File: config.mk
export PLATFORM = sky130hd
export DESIGN_NAME = paddle_move_ctrl_flat
export DESIGN_NICKNAME = d
export VERILOG_FILES = /design/src/rtl/pong_pkg.sv /design/src/rtl/paddle_move_ctrl_if.sv /design/src/rtl/btn_debounce.sv /design/src/rtl/paddle_move_ctrl.sv /design/src/flat_wrapper.sv
export SDC_FILE = /design/constraint.sdc
export NUM_CORES = 1
export LEC_CHECK = 0
export BUFFER_PORTS_ARGS = -buffer_cell sky130_fd_sc_hd__buf_4
export CAP_MARGIN = 10
export CORE_MARGIN = 3
export CORE_UTILIZATION = 50
export CTS_CLUSTER_SIZE = 10
export DETAILED_ROUTE_END_ITERATION = 16
export PLACE_DENSITY_LB_ADDON = 0.3
export SLEW_MARGIN = 20
export SYNTH_ARGS = -nofsm -noshare
export SYNTH_HDL_FRONTEND = slang
export SYNTH_HIERARCHICAL = 1
export SYNTH_SLANG_ARGS = --single-unit
export TNS_END_PERCENT = 5
File: constraint.sdc
create_clock -name PixelClock -period 1.99 [get_ports PixelClock]
set_input_delay 0.2985 -clock PixelClock [delete_from_list [all_inputs] [get_ports PixelClock]]
set_output_delay 0.2985 -clock PixelClock [all_outputs]
set_load 0.01 [all_outputs]
File: src/rtl/pong_pkg.sv
// pong_pkg: shared enums and screen constants for the Pong blocks
package pong_pkg;
  typedef enum logic [1:0] {NONE, UP, DN} move_dir_t;
  typedef enum logic [1:0] {IDLE, BURST_UP, BURST_DN} paddle_state_t;
  localparam int sWidth = 800;
  localparam int sHeight = 600;
endpackage

File: src/rtl/paddle_move_ctrl_if.sv
// paddle_move_ctrl_if: button/pixel inputs and step outputs; AI ports only with PADDLE_AI_EN
interface paddle_move_ctrl_if;
  logic BtnUp, BtnDown, UpL, DownL, Busy;
  logic [11:0] xPos, yPos;
  logic [3:0] Speed;
`ifdef PADDLE_AI_EN
  logic AiMode;
  logic [10:0] BallY, PaddleTop;
  modport master (output BtnUp, BtnDown, xPos, yPos, AiMode, BallY, PaddleTop,
                  input UpL, DownL, Speed, Busy);
  modport slave (input BtnUp, BtnDown, xPos, yPos, AiMode, BallY, PaddleTop,
                 output UpL, DownL, Speed, Busy);
`else
  modport master (output BtnUp, BtnDown, xPos, yPos, input UpL, DownL, Speed, Busy);
  modport slave (input BtnUp, BtnDown, xPos, yPos, output UpL, DownL, Speed, Busy);
`endif
endinterface

File: src/rtl/btn_debounce.sv
// btn_debounce: 2-FF synchroniser plus frame-sampled debounce counter
module btn_debounce #(
  parameter int DebFrames = 2
) (
  input  logic clk,
  input  logic rst,
  input  logic raw,
  input  logic en,
  output logic level
);
  logic [1:0] sync;
  logic [3:0] cnt;
  logic diff, hit;
  assign diff = sync[1] != level;
  assign hit = diff && (cnt + 4'd1 == 4'(DebFrames));
  always_ff @(posedge clk)
    if (rst) begin
      sync <= '0;
      cnt <= '0;
      level <= 1'b0;
    end else begin
      sync <= {sync[0], raw};
      if (en) begin
        cnt <= (diff && !hit) ? cnt + 4'd1 : '0;
        if (hit) level <= ~level;
      end
    end
endmodule

File: src/rtl/paddle_move_ctrl.sv
// paddle_move_ctrl: per-frame accelerating step-burst generator for one paddle
// PADDLE_AI_EN adds AiMode/BallY/PaddleTop and an AI request source.
module paddle_move_ctrl #(
  parameter int sHeight = 600,
  parameter int oHeight = 150,
  parameter int DebFrames = 2,
  parameter int MinStep = 1,
  parameter int MaxStep = 4,
  parameter int AccelFrames = 4,
  parameter int AiDeadband = 8
) (
  input logic PixelClock,
  input logic Reset,
  paddle_move_ctrl_if.slave bus
);
  import pong_pkg::*;
  logic frame_tick, tick_en, db_up, db_dn;
  logic [3:0] speed, speed_nx, rem;
  logic [7:0] hold, hold_nx;
  move_dir_t req, btn_req, prev_req;
  paddle_state_t state;
  // Ticks landing mid-burst are dropped for both debounce and request evaluation
  assign tick_en = frame_tick && state == IDLE;
  btn_debounce #(.DebFrames(DebFrames)) u_up (
    .clk(PixelClock), .rst(Reset), .raw(bus.BtnUp), .en(tick_en), .level(db_up)
  );
  btn_debounce #(.DebFrames(DebFrames)) u_dn (
    .clk(PixelClock), .rst(Reset), .raw(bus.BtnDown), .en(tick_en), .level(db_dn)
  );
  assign btn_req = (db_up && !db_dn) ? UP : (db_dn && !db_up) ? DN : NONE;
`ifdef PADDLE_AI_EN
  logic [11:0] centre, ball;
  move_dir_t ai_req;
  assign centre = {1'b0, bus.PaddleTop} + 12'(oHeight / 2);
  assign ball = {1'b0, bus.BallY};
  assign ai_req = (ball < centre - 12'(AiDeadband)) ? DN :
                  (ball > centre + 12'(AiDeadband)) ? UP : NONE;
  assign req = bus.AiMode ? ai_req : btn_req;
`else
  assign req = btn_req;
`endif
  always_comb begin
    speed_nx = 4'(MinStep);
    hold_nx = '0;
    if (req != NONE && req == prev_req && speed < 4'(MaxStep)) begin
      hold_nx = hold + 8'd1;
      speed_nx = (hold_nx == 8'(AccelFrames)) ? speed + 4'd1 : speed;
      hold_nx = (hold_nx == 8'(AccelFrames)) ? '0 : hold_nx;
    end else if (req != NONE && req == prev_req) begin
      speed_nx = speed;
    end
  end
  always_ff @(posedge PixelClock)
    if (Reset) begin
      frame_tick <= 1'b0;
      state <= IDLE;
      rem <= '0;
      speed <= 4'(MinStep);
      hold <= '0;
      prev_req <= NONE;
    end else begin
      frame_tick <= bus.xPos == 12'd0 && bus.yPos == 12'(sHeight);
      if (tick_en) begin
        speed <= speed_nx;
        hold <= hold_nx;
        prev_req <= req;
      end
      if (state == IDLE) begin
        if (tick_en && req != NONE) begin
          state <= (req == UP) ? BURST_UP : BURST_DN;
          rem <= speed_nx;
        end
      end else begin
        rem <= rem - 4'd1;
        if (rem == 4'd1) state <= IDLE;
      end
    end
  assign bus.UpL = state == BURST_UP;
  assign bus.DownL = state == BURST_DN;
  assign bus.Busy = bus.UpL | bus.DownL;
  assign bus.Speed = speed;
endmodule

File: src/flat_wrapper.sv
// flat-port wrapper written by rule: the top's interface ports become plain ports
module paddle_move_ctrl_flat import pong_pkg::*;
#(
  parameter int sHeight = 600,
  parameter int oHeight = 150,
  parameter int DebFrames = 2,
  parameter int MinStep = 1,
  parameter int MaxStep = 4,
  parameter int AccelFrames = 4,
  parameter int AiDeadband = 8
)
  (PixelClock, Reset, bus_BtnUp, bus_BtnDown, bus_xPos, bus_yPos, bus_UpL, bus_DownL, bus_Speed, bus_Busy);
  paddle_move_ctrl_if bus_i ();
  input logic PixelClock;
  input logic Reset;
  input wire logic [$bits(bus_i.BtnUp)-1:0] bus_BtnUp;
  input wire logic [$bits(bus_i.BtnDown)-1:0] bus_BtnDown;
  input wire logic [$bits(bus_i.xPos)-1:0] bus_xPos;
  input wire logic [$bits(bus_i.yPos)-1:0] bus_yPos;
  output wire logic [$bits(bus_i.UpL)-1:0] bus_UpL;
  output wire logic [$bits(bus_i.DownL)-1:0] bus_DownL;
  output wire logic [$bits(bus_i.Speed)-1:0] bus_Speed;
  output wire logic [$bits(bus_i.Busy)-1:0] bus_Busy;
  assign bus_i.BtnUp = bus_BtnUp;
  assign bus_i.BtnDown = bus_BtnDown;
  assign bus_i.xPos = bus_xPos;
  assign bus_i.yPos = bus_yPos;
  assign bus_UpL = bus_i.UpL;
  assign bus_DownL = bus_i.DownL;
  assign bus_Speed = bus_i.Speed;
  assign bus_Busy = bus_i.Busy;
  paddle_move_ctrl #(.sHeight(sHeight), .oHeight(oHeight), .DebFrames(DebFrames), .MinStep(MinStep), .MaxStep(MaxStep), .AccelFrames(AccelFrames), .AiDeadband(AiDeadband)) u_core (.PixelClock(PixelClock), .Reset(Reset), .bus(bus_i));
endmodule
Word-level counts from Yosys, hierarchy flattened

Index checks and enable logic that the tools add are counted.

Input port bits: 28
Bits in registers: 35
Output and inout port bits: 7
Word-level logic and storage cells: 70

$lt $le $gt $ge: 1
Muxes and demuxes: 15
$add $sub $neg: 5
Bitwise logic cells: 3
Eq/ne operators: 12
Reduce and logical (&&, ||, !) cells: 22

Operators with widths:

| cell                                                                  | count |
|---|---|
| 4-bit two-way mux                                                     | 7 |
| 8-bit two-way mux                                                     | 2 |
| 4-bit by 1-bit adder with 4-bit output (second input constant)        | 3 |
| 12-bit by 10-bit == test with 1-bit output (second input constant)    | 1 |
| 12-bit logical NOT                                                    | 1 |
| 2-bit two-way mux                                                     | 6 |
| 1-bit logical AND                                                     | 11 |
| 8-bit by 1-bit adder with 8-bit output (second input constant)        | 1 |
| 4-bit by 2-bit == test with 1-bit output (second input constant)      | 2 |
| 8-bit by 3-bit == test with 1-bit output (second input constant)      | 1 |
| 2-bit AND reduction                                                   | 3 |
| 2-bit by 1-bit == test with 1-bit output (second input constant)      | 2 |
| 4-bit by 1-bit == test with 1-bit output (second input constant)      | 1 |
| 1-bit logical NOT                                                     | 4 |
| 4-bit by 3-bit < comparator with 1-bit output (second input constant) | 1 |
| 2-bit nonzero test                                                    | 2 |
| 4-bit by 1-bit subtractor with 4-bit output (second input constant)   | 1 |
| 2-bit == test                                                         | 1 |
| 2-bit == test (second input constant)                                 | 1 |
| 2-bit logical NOT                                                     | 1 |
| 1-bit != test                                                         | 2 |
| 2-bit != test (second input constant)                                 | 1 |
| 1-bit inverter                                                        | 2 |
| 1-bit OR                                                              | 1 |

Longest topological paths before layout

Gate-level depths: netlist of the first run.

Depth after elaboration: 10
Gate-level depth with buffers: 9
Mapped depth without buffers: 8

Cells and area by module

The synthesis of the first run kept the hierarchy.

By module, submodules not included:

| module           | area an instance (µm²) | cells each | instances | sequential area each (µm²) |
|---|---|---|---|---|
| paddle_move_ctrl | 1,251.2                | 152        | 1         | 420.4 |
| btn_debounce     | 392.9                  | 45         | 2         | 140.1 |

Least setup slack after synthesis of the first run

OpenSTA, ideal clock, no wires.

Path kind: register to register
Start point: register u_core.u_up.level
End point: register u_core.hold[7]
Arrival time: 1.838 ns
Library setup time: 0.074 ns
Required time: 1.916 ns
Period minus slack after synthesis: 1.912 ns
Cell stages (with the launch flop): 7
Path slack: 0.078 ns
Buffers on the path: 0
Path through: dfxtp_1 inv_1 ha_1 or4_4 nor4_4 a41oi_1 a31oi_1

Longest elaborated chain between the ends: 8
Elaborated cells on any way between the ends: 10
Those cells by class: 1 x eq/ne; 3 x mux; 6 x reduce/logical

RTL lines:

| element                                                    | RTL line               | text |
|---|---|---|
| from (decl)                                                | btn_debounce.sv:9      | `output logic level` |
| from (signal assigned)                                     | btn_debounce.sv:25     | `if (hit) level <= ~level;` |
| 1-bit logical NOT                                          | paddle_move_ctrl.sv:30 | `assign btn_req = (db_up && !db_dn) ? UP : (db_dn && !db_up) ? DN : NONE;` |
| 1-bit logical AND                                          | paddle_move_ctrl.sv:30 |  |
| 2-bit two-way mux                                          | paddle_move_ctrl.sv:30 |  |
| 2-bit two-way mux (*)                                      | paddle_move_ctrl.sv:30 |  |
| 2-bit == test / 2-bit nonzero test (equally long branches) | paddle_move_ctrl.sv:45 | `if (req != NONE && req == prev_req && speed < 4'(MaxStep)) begin` |
| 1-bit logical AND (*) (2 in a row)                         | paddle_move_ctrl.sv:45 |  |
| 8-bit two-way mux (*)                                      | paddle_move_ctrl.sv:45 |  |
| to (signal assigned)                                       | paddle_move_ctrl.sv:65 | `hold <= hold_nx;` |
| to (decl)                                                  | paddle_move_ctrl.sv:19 | `logic [7:0] hold, hold_nx;` |

Mark *: on every way between the ends. The rest lies on a longest branch, timed or not.
A chain may end at the register's enable or synchronous reset.

Worst setup path in the final report of the first run

Start point: register u_core.u_up.level
End point: register u_core.speed[0] (netlist: u_core/bus.Speed[0])

Elaborated cells on any way between the ends: 11
Those cells by class: 1 x eq/ne; 4 x mux; 6 x reduce/logical

RTL lines:

| element                                                       | RTL line                                       | text |
|---|---|---|
| 1-bit logical AND (*)                                         | paddle_move_ctrl.sv:30                         |  |
| 2-bit two-way mux (*)                                         | paddle_move_ctrl.sv:30                         |  |
| named net u_core.btn_req[0]                                   | paddle_move_ctrl.sv:20                         | `move_dir_t req, btn_req, prev_req;` |
| 2-bit == test / 2-bit nonzero test (equally long branches)    | paddle_move_ctrl.sv:45, paddle_move_ctrl.sv:49 |  |
| 1-bit logical AND (*)                                         | paddle_move_ctrl.sv:45, paddle_move_ctrl.sv:49 |  |
| 4-bit two-way mux / 1-bit logical AND (equally long branches) | paddle_move_ctrl.sv:49, paddle_move_ctrl.sv:45 |  |
| 4-bit two-way mux (*)                                         | paddle_move_ctrl.sv:45                         |  |
| to (signal assigned)                                          | paddle_move_ctrl.sv:58                         | `speed <= 4'(MinStep);` |
| to (signal assigned)                                          | paddle_move_ctrl.sv:64                         | `speed <= speed_nx;` |
| to (decl)                                                     | paddle_move_ctrl.sv:18                         | `logic [3:0] speed, speed_nx, rem;` |

The timed path passes the listed nets; every way through them passes the cells marked *.

==> results.sh, run 1 <==
export IMPL_synth_flop_cell="dfxtp_1"
export IMPL_diodes=0
export IMPL_hp_class="input pin to register"
export IMPL_cp_max_fo=5
export IMPL_drive_above_1_share_pct=21.6
export IMPL_antenna_found_initial=0
export IMPL_rows=22
export IMPL_worstMarginPinSlew_ns=0.609
export IMPL_start_util_pct=53.6
export IMPL_post_cts_resized=0
export IMPL_cts_sinks=35
export IMPL_num_io_pins=35
export IMPL_clock_latency_ns=0.29
export IMPL_portBuffers=34
export IMPL_syn_inst=242
export IMPL_post_place_ws_ns=0.0487
export IMPL_grt_pass1_vias=1663
export IMPL_root_buffer="clkbuf_8"
export IMPL_critPathCaptureType="register"
export IMPL_die_w_um=69.8
export IMPL_core_um2=3800
export IMPL_total_power_mw=1.34
export IMPL_post_dp_cell_area_um2=2370
export IMPL_rr_worst_depth=6
export IMPL_fin_util_pct=65.3
export IMPL_drtAntennaViolNets=0
export IMPL_worstPathCellList="buf_4, ha_1, xor2_2, or3_1, o41ai_1, a311oi_1"
export IMPL_fin_ws_ns=0.0528
export IMPL_startpoint_type="register"
export IMPL_firstDrtPassIters=4
export IMPL_netlist_top_cells_count="dfxtp_1 (35), nor2_1 (20), nand2_1 (19)"
export IMPL_wirelength_um=4320
export IMPL_yosys_register_bits=35
export IMPL_slowest_stage="or3_1"
export IMPL_synth_top_cell_by_area="dfxtp_1"
export IMPL_drc=0
export IMPL_async_flop_share_pct=0
export IMPL_die_y_um=69.8
export IMPL_netlist_area_um2=2040
export IMPL_fmax_mhz=516
export IMPL_finClkSkew_ns=0.00401
export IMPL_yosysWarnings=6
export IMPL_hold_buffers=0
export IMPL_cp_depth=6
export IMPL_grt_pass1_wl_um=7330
export IMPL_synthesis_nets=283
export IMPL_wl_per_cell_um=13.1
export IMPL_setup_viol=0
export IMPL_max_cap_viol_count=0
export IMPL_min_path_cells=2
export IMPL_syn_area_per_cell_um2=8.42
export IMPL_final_net_count=323
export IMPL_dp_cells=323
export IMPL_postCtsSetupRepairBufs=0
export IMPL_area_growth_pct=21.7
export IMPL_clk_path_buf_depth=2
export IMPL_grt_max_degree=37
export IMPL_cp_top_family="compound AO/OA/AOI/OAI gates"
export IMPL_synth_edf_count=0
export IMPL_clk_pin_slew_ns=0.07
export IMPL_final_area_um2=2480
export IMPL_die_area_um2=4880
export IMPL_slew_violations=0
export IMPL_place_hpwl_um=3110
export IMPL_status="finished clean"
export IMPL_min_period_ns=1.94
export IMPL_synth_seq_area_share_pct=34.4
export IMPL_synth_top_area_share_pct=34.4
export IMPL_cts_buffers=5
export IMPL_synth_cell_types=48
export IMPL_drt_iter0_drc=128
export IMPL_worstPathArrival_ns=2.07
export IMPL_hold_viol=0
export IMPL_globalRouteTotalUtil_pct=18.1
export IMPL_cp_buffers_inverters=1
export IMPL_via_per_inst=5.71
export IMPL_crit_path_max_incr_delay_ns=0.43
export IMPL_irDropWorstVdd_mv=0.364
export IMPL_gp_congestion=0.777
export IMPL_path_class="register to register"
export IMPL_final_period_utilization_pct=97.3
export IMPL_power_leakage_nw=0.952
export IMPL_rsz0062_at_grt="yes"
export IMPL_h_tree_depth=2
export IMPL_grt_overflow_total=0
export IMPL_final_cells=331
export IMPL_vias=1891
export IMPL_maxSlewHeadroom_pct=59.3
export IMPL_worstPathRequired_ns=2.12
export IMPL_cts_tree="done"
export IMPL_synthTopCellsByArea="dfxtp_1 (34%), ha_1 (8.0%), a21oi_1 (3.9%)"
export IMPL_power_density_nw_per_um2=540
export IMPL_yosysMostFrequentCell="dfxtp_1"
[layout make-up]
cell class / count / area [µm²]
Sequential cell: 35 / 701
Inverter: 15 / 56.3
Multi-Input combinational cell: 185 / 1260
Fill cell: 337 / 1320
Clock buffer: 8 / 100
Timing Repair Buffer: 40 / 304
Tap cell: 48 / 60.1
[sequential cells by signal (all words and copies together), names as in the netlist, 2 cells and up]
register          cells
u_core/u_dn/cnt       4
u_core/u_up/sync      2
u_core/u_up/cnt       4
u_core/bus.Speed      4
u_core/state          2
u_core/rem            4
u_core/u_dn/sync      2
u_core/prev_req       2
u_core/hold           8
[layout by cell type (no fill, tap or decap), types with 2 or more instances in the layout]
cell type,count
buf_4,39
dfxtp_1,35
nor2_1,20
nand2_1,19
a21oi_1,16
inv_1,15
nand3_1,14
ha_1,13
a31oi_1,11
nand2b_1,8
clkbuf_8,7
nor3_1,6
a311oi_1,6
xor2_1,4
a211oi_1,4
a41oi_1,4
nor4_1,4
nand4_1,4
nor2b_1,4
or2b_1,4
o21ai_1,3
and3_1,3
mux2i_1,3
o21ai_0,3
nor4b_1,2
and2_2,2
or2_1,2
o21ai_2,2
a311oi_2,2
nor3b_1,2
a21o_1,2
and2_4,2
a22o_1,2
[per-stage QoR]
stage | hold WS (ns) | TNS [ns]
6_report | 0.217 | 0
3_3_place_gp | 0.432 | 0
4_1_cts | 0.208 | 0
5_1_grt | 0.219 | -0.0772
3_5_place_dp | 0.430 | 0
2_1_floorplan | 0.414 | 0
[layer usage]
layer  global-route usage (%)  wire length [µm]
met4                     6.60                36
met3                     4.49               271
met5                        0                 0
met2                     29.7              2030
met1                     22.9              1990
[path summary, 6_finish.rpt]
check / from / end / slack [ns]
min: bus_BtnDown / u_core/u_dn/sync[0] / 0.22
max reg2reg: u_core/u_up/level / u_core/bus.Speed[0] / 0.05
min reg2reg: u_core/u_up/sync[0] / u_core/u_up/sync[1] / 0.45
max: u_core/u_up/level / u_core/bus.Speed[0] / 0.05
[where the power goes]
group          internal, mW  switching, mW  total [mW]  leakage (nW)
clock network         0.316          0.251       0.567        0.0515
logic                0.0421         0.0255      0.0676         0.618
registers             0.704        0.00122       0.705         0.283
total                  1.06          0.278        1.34         0.952
[worst reg2reg max path, cell delays in order, from the launching register on]
cell and delay [ns]:
dfxtp_1 0.31, buf_4 0.14, ha_1 0.25, xor2_2 0.22, or3_1 0.43, o41ai_1 0.35, a311oi_1 0.09
[logic make-up (layout without fill, tap and decap cells)]
logic type                 count (synthesis)  in the layout  synth area share (%)
xor gates and xnor gates                   5              5                  2.52
buffers and inverters                     22             63                  4.18
DFF                                       35             35                  34.4
AOI/OAI and AO/OA                         57             57                  19.3
adders and majority gates                 13             13                  7.99
muxes                                      3              3                  1.47
and+or+nand+nor                          107            107                  30.1
Note: power is estimated with default switching activity, not from simulation.
==> run 2, diff against run 1 <==
- CORE_MARGIN: 3 -> 1.5
- CORE_UTILIZATION: 50 -> 56
- clock period: 1.99 -> 2.2 ns (I/O delays scaled with it)
==> run 2 against run 1 <==
Worst hold slack got worse by 0.014 ns. Largest power group unchanged. First-iteration DRC count decreased by 12%. Clock power down 15%. Count of clock-buffer cells in the layout is 2 lower. Cell count shrank 0.60%. Clock skew rose by 0.0043 ns. Via count about the same. Global-route usage rose by 4.7 points. Core utilization is 6.8 points higher. Highest routed layer unchanged. Sequential cell count is the same. Die area decreased by 18%. Sequential share of layout area up 0.27 points.
==> results.sh, run 2 (synthesis results as in run 1) <==
export IMPL_startpoint_type="register"
export IMPL_area_growth_pct=20.8
export IMPL_top_register="u_core/hold"
export IMPL_antenna_found_initial=0
export IMPL_firstDrtPassIters=4
export IMPL_finClkSkew_ns=0.00830
export IMPL_die_area_um2=4010
export IMPL_final_common_cell="buf_4"
export IMPL_hp_class="input pin to register"
export IMPL_wirelength_um=4220
export IMPL_root_buffer="clkbuf_4"
export IMPL_cp_max_fo=6
export IMPL_final_net_count=323
export IMPL_drive_above_1_share_pct=22.3
export IMPL_num_io_pins=35
export IMPL_switching_share_pct=20.1
export IMPL_worstPathRequired_ns=2.46
export IMPL_largest_reg_flops=8
export IMPL_power_leakage_nw=0.949
export IMPL_drc=0
export IMPL_status="finished clean"
export IMPL_fmax_mhz=494
export IMPL_path_class="register to register"
export IMPL_post_cts_resized=0
export IMPL_cts_sinks=35
export IMPL_irDropWorstVdd_mv=0.542
export IMPL_grt_overflow_total=0
export IMPL_switching_power_mw=0.237
export IMPL_place_hpwl_um=3070
export IMPL_diodes=0
export IMPL_drt_iter0_drc=113
export IMPL_die_w_um=63.3
export IMPL_worstMarginPinSlew_ns=0.605
export IMPL_setup_viol=0
export IMPL_grt_max_degree=37
export IMPL_tns_ns=0
export IMPL_hp_start="bus_BtnDown"
export IMPL_startpoint="u_core/u_up/level"
export IMPL_critPathCaptureType="register"
export IMPL_final_cell_mix="buf_4 (40), dfxtp_1 (34), nor2_1 (20), nand2_1 (19), a21oi_1 (16)"
export IMPL_h_tree_depth=2
export IMPL_grt_pass1_wl_um=7380
export IMPL_seq_power_share_pct=54.0
export IMPL_hold_buffers=0
export IMPL_p_int_mw=0.943
export IMPL_worstPathArrival_ns=2.29
export IMPL_vias=1892
export IMPL_core_um2=3420
export IMPL_clk_pin_slew_ns=0.11
export IMPL_slew_violations=0
export IMPL_power_density_nw_per_um2=480
export IMPL_final_period_utilization_pct=92.1
export IMPL_portBuffers=34
export IMPL_fin_util_pct=72.0
export IMPL_pwr_share_comb_pct=5.2
export IMPL_min_period_ns=2.03
export IMPL_p_clk_share_pct=40.8
export IMPL_cts_tree="done"
export IMPL_via_per_inst=5.75
export IMPL_globalRouteTotalUtil_pct=22.9
export IMPL_drtAntennaViolNets=0
export IMPL_clock_latency_ns=0.33
export IMPL_rsz0062_at_grt="no"
export IMPL_wl_per_cell_um=12.8
export IMPL_gp_congestion=0.847
export IMPL_die_y_um=63.3
export IMPL_grt_pass1_vias=1727
export IMPL_max_cap_viol_count=0
export IMPL_rows=21
export IMPL_clk_path_buf_depth=2
export IMPL_reg2reg_from="u_core/u_up/level"
export IMPL_cts_buffers=5
export IMPL_hold_viol=0
export IMPL_maxSlewHeadroom_pct=59.5
export IMPL_postCtsSetupRepairBufs=0
export IMPL_start_util_pct=59.6
run 2: critical path: stages (launching register included):
cell	delay [ns]
dfxtp_2	0.37
inv_1	0.05
ha_1	0.35
or4_4	0.54
nor4_4	0.23
buf_4	0.18
a31oi_1	0.09
a31oi_1	0.14
run 2: area by class of cell:
| cell class | instances | area, µm² |
|---|---|---|
| fill | 295 | 956 |
| inverter | 15 | 56.3 |
| multi-input combinational | 185 | 1260 |
| tap | 46 | 57.6 |
| clock buffer | 6 | 51.3 |
| clock inverter | 2 | 35.0 |
| sequential | 35 | 702 |
| timing repair buffer | 40 | 300 |
run 2: worst paths after layout:
check | slack, ns | to | depth (start not counted)
max | 0.17 | u_core/hold[2] | 7
max reg2reg | 0.17 | u_core/hold[2] | 7
min | 0.20 | u_core/u_dn/sync[0] | 2
min reg2reg | 0.46 | u_core/u_dn/sync[1] | 1
run 2: metal layers:
layer	track usage, %	wire [µm]	share of wire, %	vias to the layer above
met5	0	0	0	-
li1	-	-	-	959
met1	28.8	1930	46	854
met4	9.51	40	0.95	0
met2	38.6	1970	47	75
met3	4.11	283	6.7	4
run 2: metrics by stage:
step | cells | cell area [µm²] | hold slack (ns) | setup slack [ns] | total power [mW]
4_1_cts | 329 | 2450 | 0.185 | 0.0876 | 1.20
3_5_place_dp | 321 | 2370 | 0.438 | 0.158 | 0.714
5_1_grt | 329 | 2460 | 0.201 | 0.0606 | 1.22
6_report | 329 | 2460 | 0.203 | 0.174 | 1.18
3_3_place_gp | 321 | 2370 | 0.426 | 0.233 | 0.713
2_1_floorplan | 242 | 2040 | 0.414 | 0.288 | 0.671
run 2: power by group through the flow:
stage	registers [mW]	clock network [mW]	logic [mW]
finish	0.638	0.481	0.0613
global route	0.639	0.514	0.0663
CTS	0.638	0.497	0.0617
detailed placement	0.652	0	0.0614
global placement	0.652	0	0.0603
floorplan	0.652	0	0.0188
==> run 3, diff against run 2 <==
==> constraint.sdc (replaced) <==
create_clock -name PixelClock -period 2.2 [get_ports PixelClock]
set_input_delay 0.11 -clock PixelClock [delete_from_list [all_inputs] [get_ports PixelClock]]
set_output_delay 0.11 -clock PixelClock [all_outputs]
set_load 0.01 [all_outputs]
==> run 3 against run 2 <==
Setup slack lost 0.036 ns. Via count grew 1.0%. Routed wire length grew 1.2%. Fmax shrank 1.7%. Core utilization grew 0.22 points. Register-to-register slack lost 0.04 ns. Worst hold slack lost 0.17 ns. Clock skew shrank 0.0052 ns. Highest routed layer unchanged. First-iteration DRC count shrank 4.4%. Sequential share of layout area shrank 0.14 points.
==> results.sh, run 3 (synthesis results as in run 1) <==
export IMPL_tns_ns=0
export IMPL_irDropWorstVdd_mv=0.273
export IMPL_final_cell_mix="buf_4 (39), dfxtp_1 (35), nor2_1 (20), nand2_1 (19), a21oi_1 (16)"
export IMPL_drc=0
export IMPL_drtAntennaViolNets=0
export IMPL_cp_max_fo=6
export IMPL_root_buffer="clkbuf_4"
export IMPL_globalRouteTotalUtil_pct=23.5
export IMPL_reg2reg_from="u_core/u_up/level"
export IMPL_use_met2_pct=41.2
export IMPL_rrSetupSlack_ns=0.14
export IMPL_final_common_cell="buf_4"
export IMPL_largest_reg_flops=8
export IMPL_cts_sinks=35
export IMPL_area_growth_pct=21.1
export IMPL_dp_cells=320
export IMPL_grt_max_degree=38
export IMPL_post_dp_cell_area_um2=2360
export IMPL_clk_path_buf_depth=2
export IMPL_path_class="register to register"
export IMPL_fin_ws_ns=0.138
export IMPL_portBuffers=34
export IMPL_rows=21
export IMPL_hold_end="u_core/frame_tick"
export IMPL_status="finished clean"
export IMPL_rsz0062_at_grt="no"
export IMPL_maxSlewHeadroom_pct=64.4
export IMPL_hp_class="input pin to register"
export IMPL_slew_violations=0
export IMPL_antenna_found_initial=0
export IMPL_critPathCaptureType="register"
export IMPL_power_density_nw_per_um2=443
export IMPL_max_cap_viol_count=0
export IMPL_diodes=0
export IMPL_hold_viol=0
export IMPL_h_tree_depth=2
export IMPL_rr_worst_depth=7
export IMPL_post_place_ws_ns=0.163
export IMPL_final_period_utilization_pct=93.7
export IMPL_gp_congestion=0.847
export IMPL_drt_iter0_drc=108
export IMPL_final_net_count=326
export IMPL_die_y_um=63.3
export IMPL_worstPathCellList="inv_1, ha_1, or4_4, nor4_4, buf_4, a31oi_1, a31oi_1"
export IMPL_firstDrtPassIters=4
export IMPL_clk_pin_slew_ns=0.10
export IMPL_cts_tree="done"
export IMPL_top_register="u_core/hold"
export IMPL_worstPathArrival_ns=2.32
export IMPL_min_path_cells=4
export IMPL_worstMarginPinSlew_ns=0.531
export IMPL_wirelength_um=4280
export IMPL_place_hpwl_um=3100
export IMPL_core_um2=3420
export IMPL_grt_pass1_vias=1754
export IMPL_grtUsageMet3_pct=4.82
export IMPL_postCtsSetupRepairBufs=0
export IMPL_setup_viol=0
export IMPL_crit_top_cell="a31oi_1"
export IMPL_grt_use_met1_pct=29.1
export IMPL_hp_start="bus_xPos[11]"
export IMPL_via_per_inst=5.76
export IMPL_crit_path_max_incr_delay_ns=0.53
export IMPL_cts_buffers=5
export IMPL_grt_overflow_total=0
export IMPL_fill_cells=277
export IMPL_clock_latency_ns=0.33
export IMPL_slowest_stage="or4_4"
export IMPL_worstPathRequired_ns=2.46
export IMPL_total_power_mw=1.09
export IMPL_grt_busiest_layer="met2"
export IMPL_finClkSkew_ns=0.00309
export IMPL_worstReg2RegEnd="u_core/hold[2]"
export IMPL_cp_buffers_inverters=2
export IMPL_vias=1911
export IMPL_wl_per_cell_um=12.9
export IMPL_final_cells=332
export IMPL_min_period_ns=2.06
export IMPL_final_area_um2=2470
export IMPL_startpoint_type="register"
export IMPL_fmax_mhz=485
export IMPL_power_leakage_nw=0.954
export IMPL_num_io_pins=35
export IMPL_cp_top_family="simple AND/OR/NAND/NOR gates"
export IMPL_die_area_um2=4010
export IMPL_grt_pass1_wl_um=7580
export IMPL_start_util_pct=59.6
export IMPL_drive_above_1_share_pct=21.0
export IMPL_die_w_um=63.3
-- run 3: final cells by class --
type / count / area (µm²) / area share (%)
clock buffer: 8 / 68.8 / 2.79
inverter: 15 / 56.3 / 2.28
multi-input combinational: 185 / 1250 / 50.7
sequential: 35 / 701 / 28.4
tap: 46 / 57.6 / 2.33
timing repair buffer: 43 / 333 / 13.5
-- run 3: metal layers --
layer	up-vias	part of all wire, %	wire, µm
li1	964	-	-
met1	876	44	1900
met2	67	48	2070
met3	4	6.5	280
met4	0	0.70	30
met5	-	0	0
-- run 3: stage by stage --
| stage | hold WS (ns) | utilization (%) |
|---|---|---|
| after floorplan | 0.228 | - |
| after global placement | 0.321 | 69.0 |
| after detailed placement | 0.328 | 69.0 |
| after CTS | 0.00957 | 72.2 |
| after global routing | 0.0297 | 72.2 |
| final | 0.0291 | 72.2 |
-- run 3: power by group --
group          switching, mW  internal (mW)
combinational         0.0242         0.0413
sequential           0.00126          0.637
clock                  0.203          0.188
-- run 3: how the worst max path moves through the flow --
| stage | start | endpoint | slack, ns | depth (start not counted) |
|---|---|---|---|---|
| finish | u_core/u_up/level | u_core/hold[2] | 0.14 | 7 |
| global route | u_core/u_up/level | u_core/hold[7] | 0.003 | 6 |
| CTS | u_core/u_up/level | u_core/hold[7] | 0.14 | 6 |
| detailed placement | u_core/u_up/level | u_core/hold[7] | 0.16 | 6 |
| global placement | u_core/u_up/level | u_core/hold[7] | 0.24 | 6 |
| floorplan | u_core/u_up/level | u_core/hold[7] | 0.29 | 6 |
-- run 3: timing repair --
| item | 4_1_cts | 5_1_grt |
|---|---|---|
| endpoints found under the hold margin | 3 | 0 |
| hold buffers | 4 | 0 |
| resized for setup | 0 | 0 |
-- run 3: worst register-to-register path: stages, from the launching register on --
cell and delay (ns):
dfxtp_1 0.40, inv_1 0.06, ha_1 0.35, or4_4 0.53
nor4_4 0.25, buf_4 0.18, a31oi_1 0.08, a31oi_1 0.14
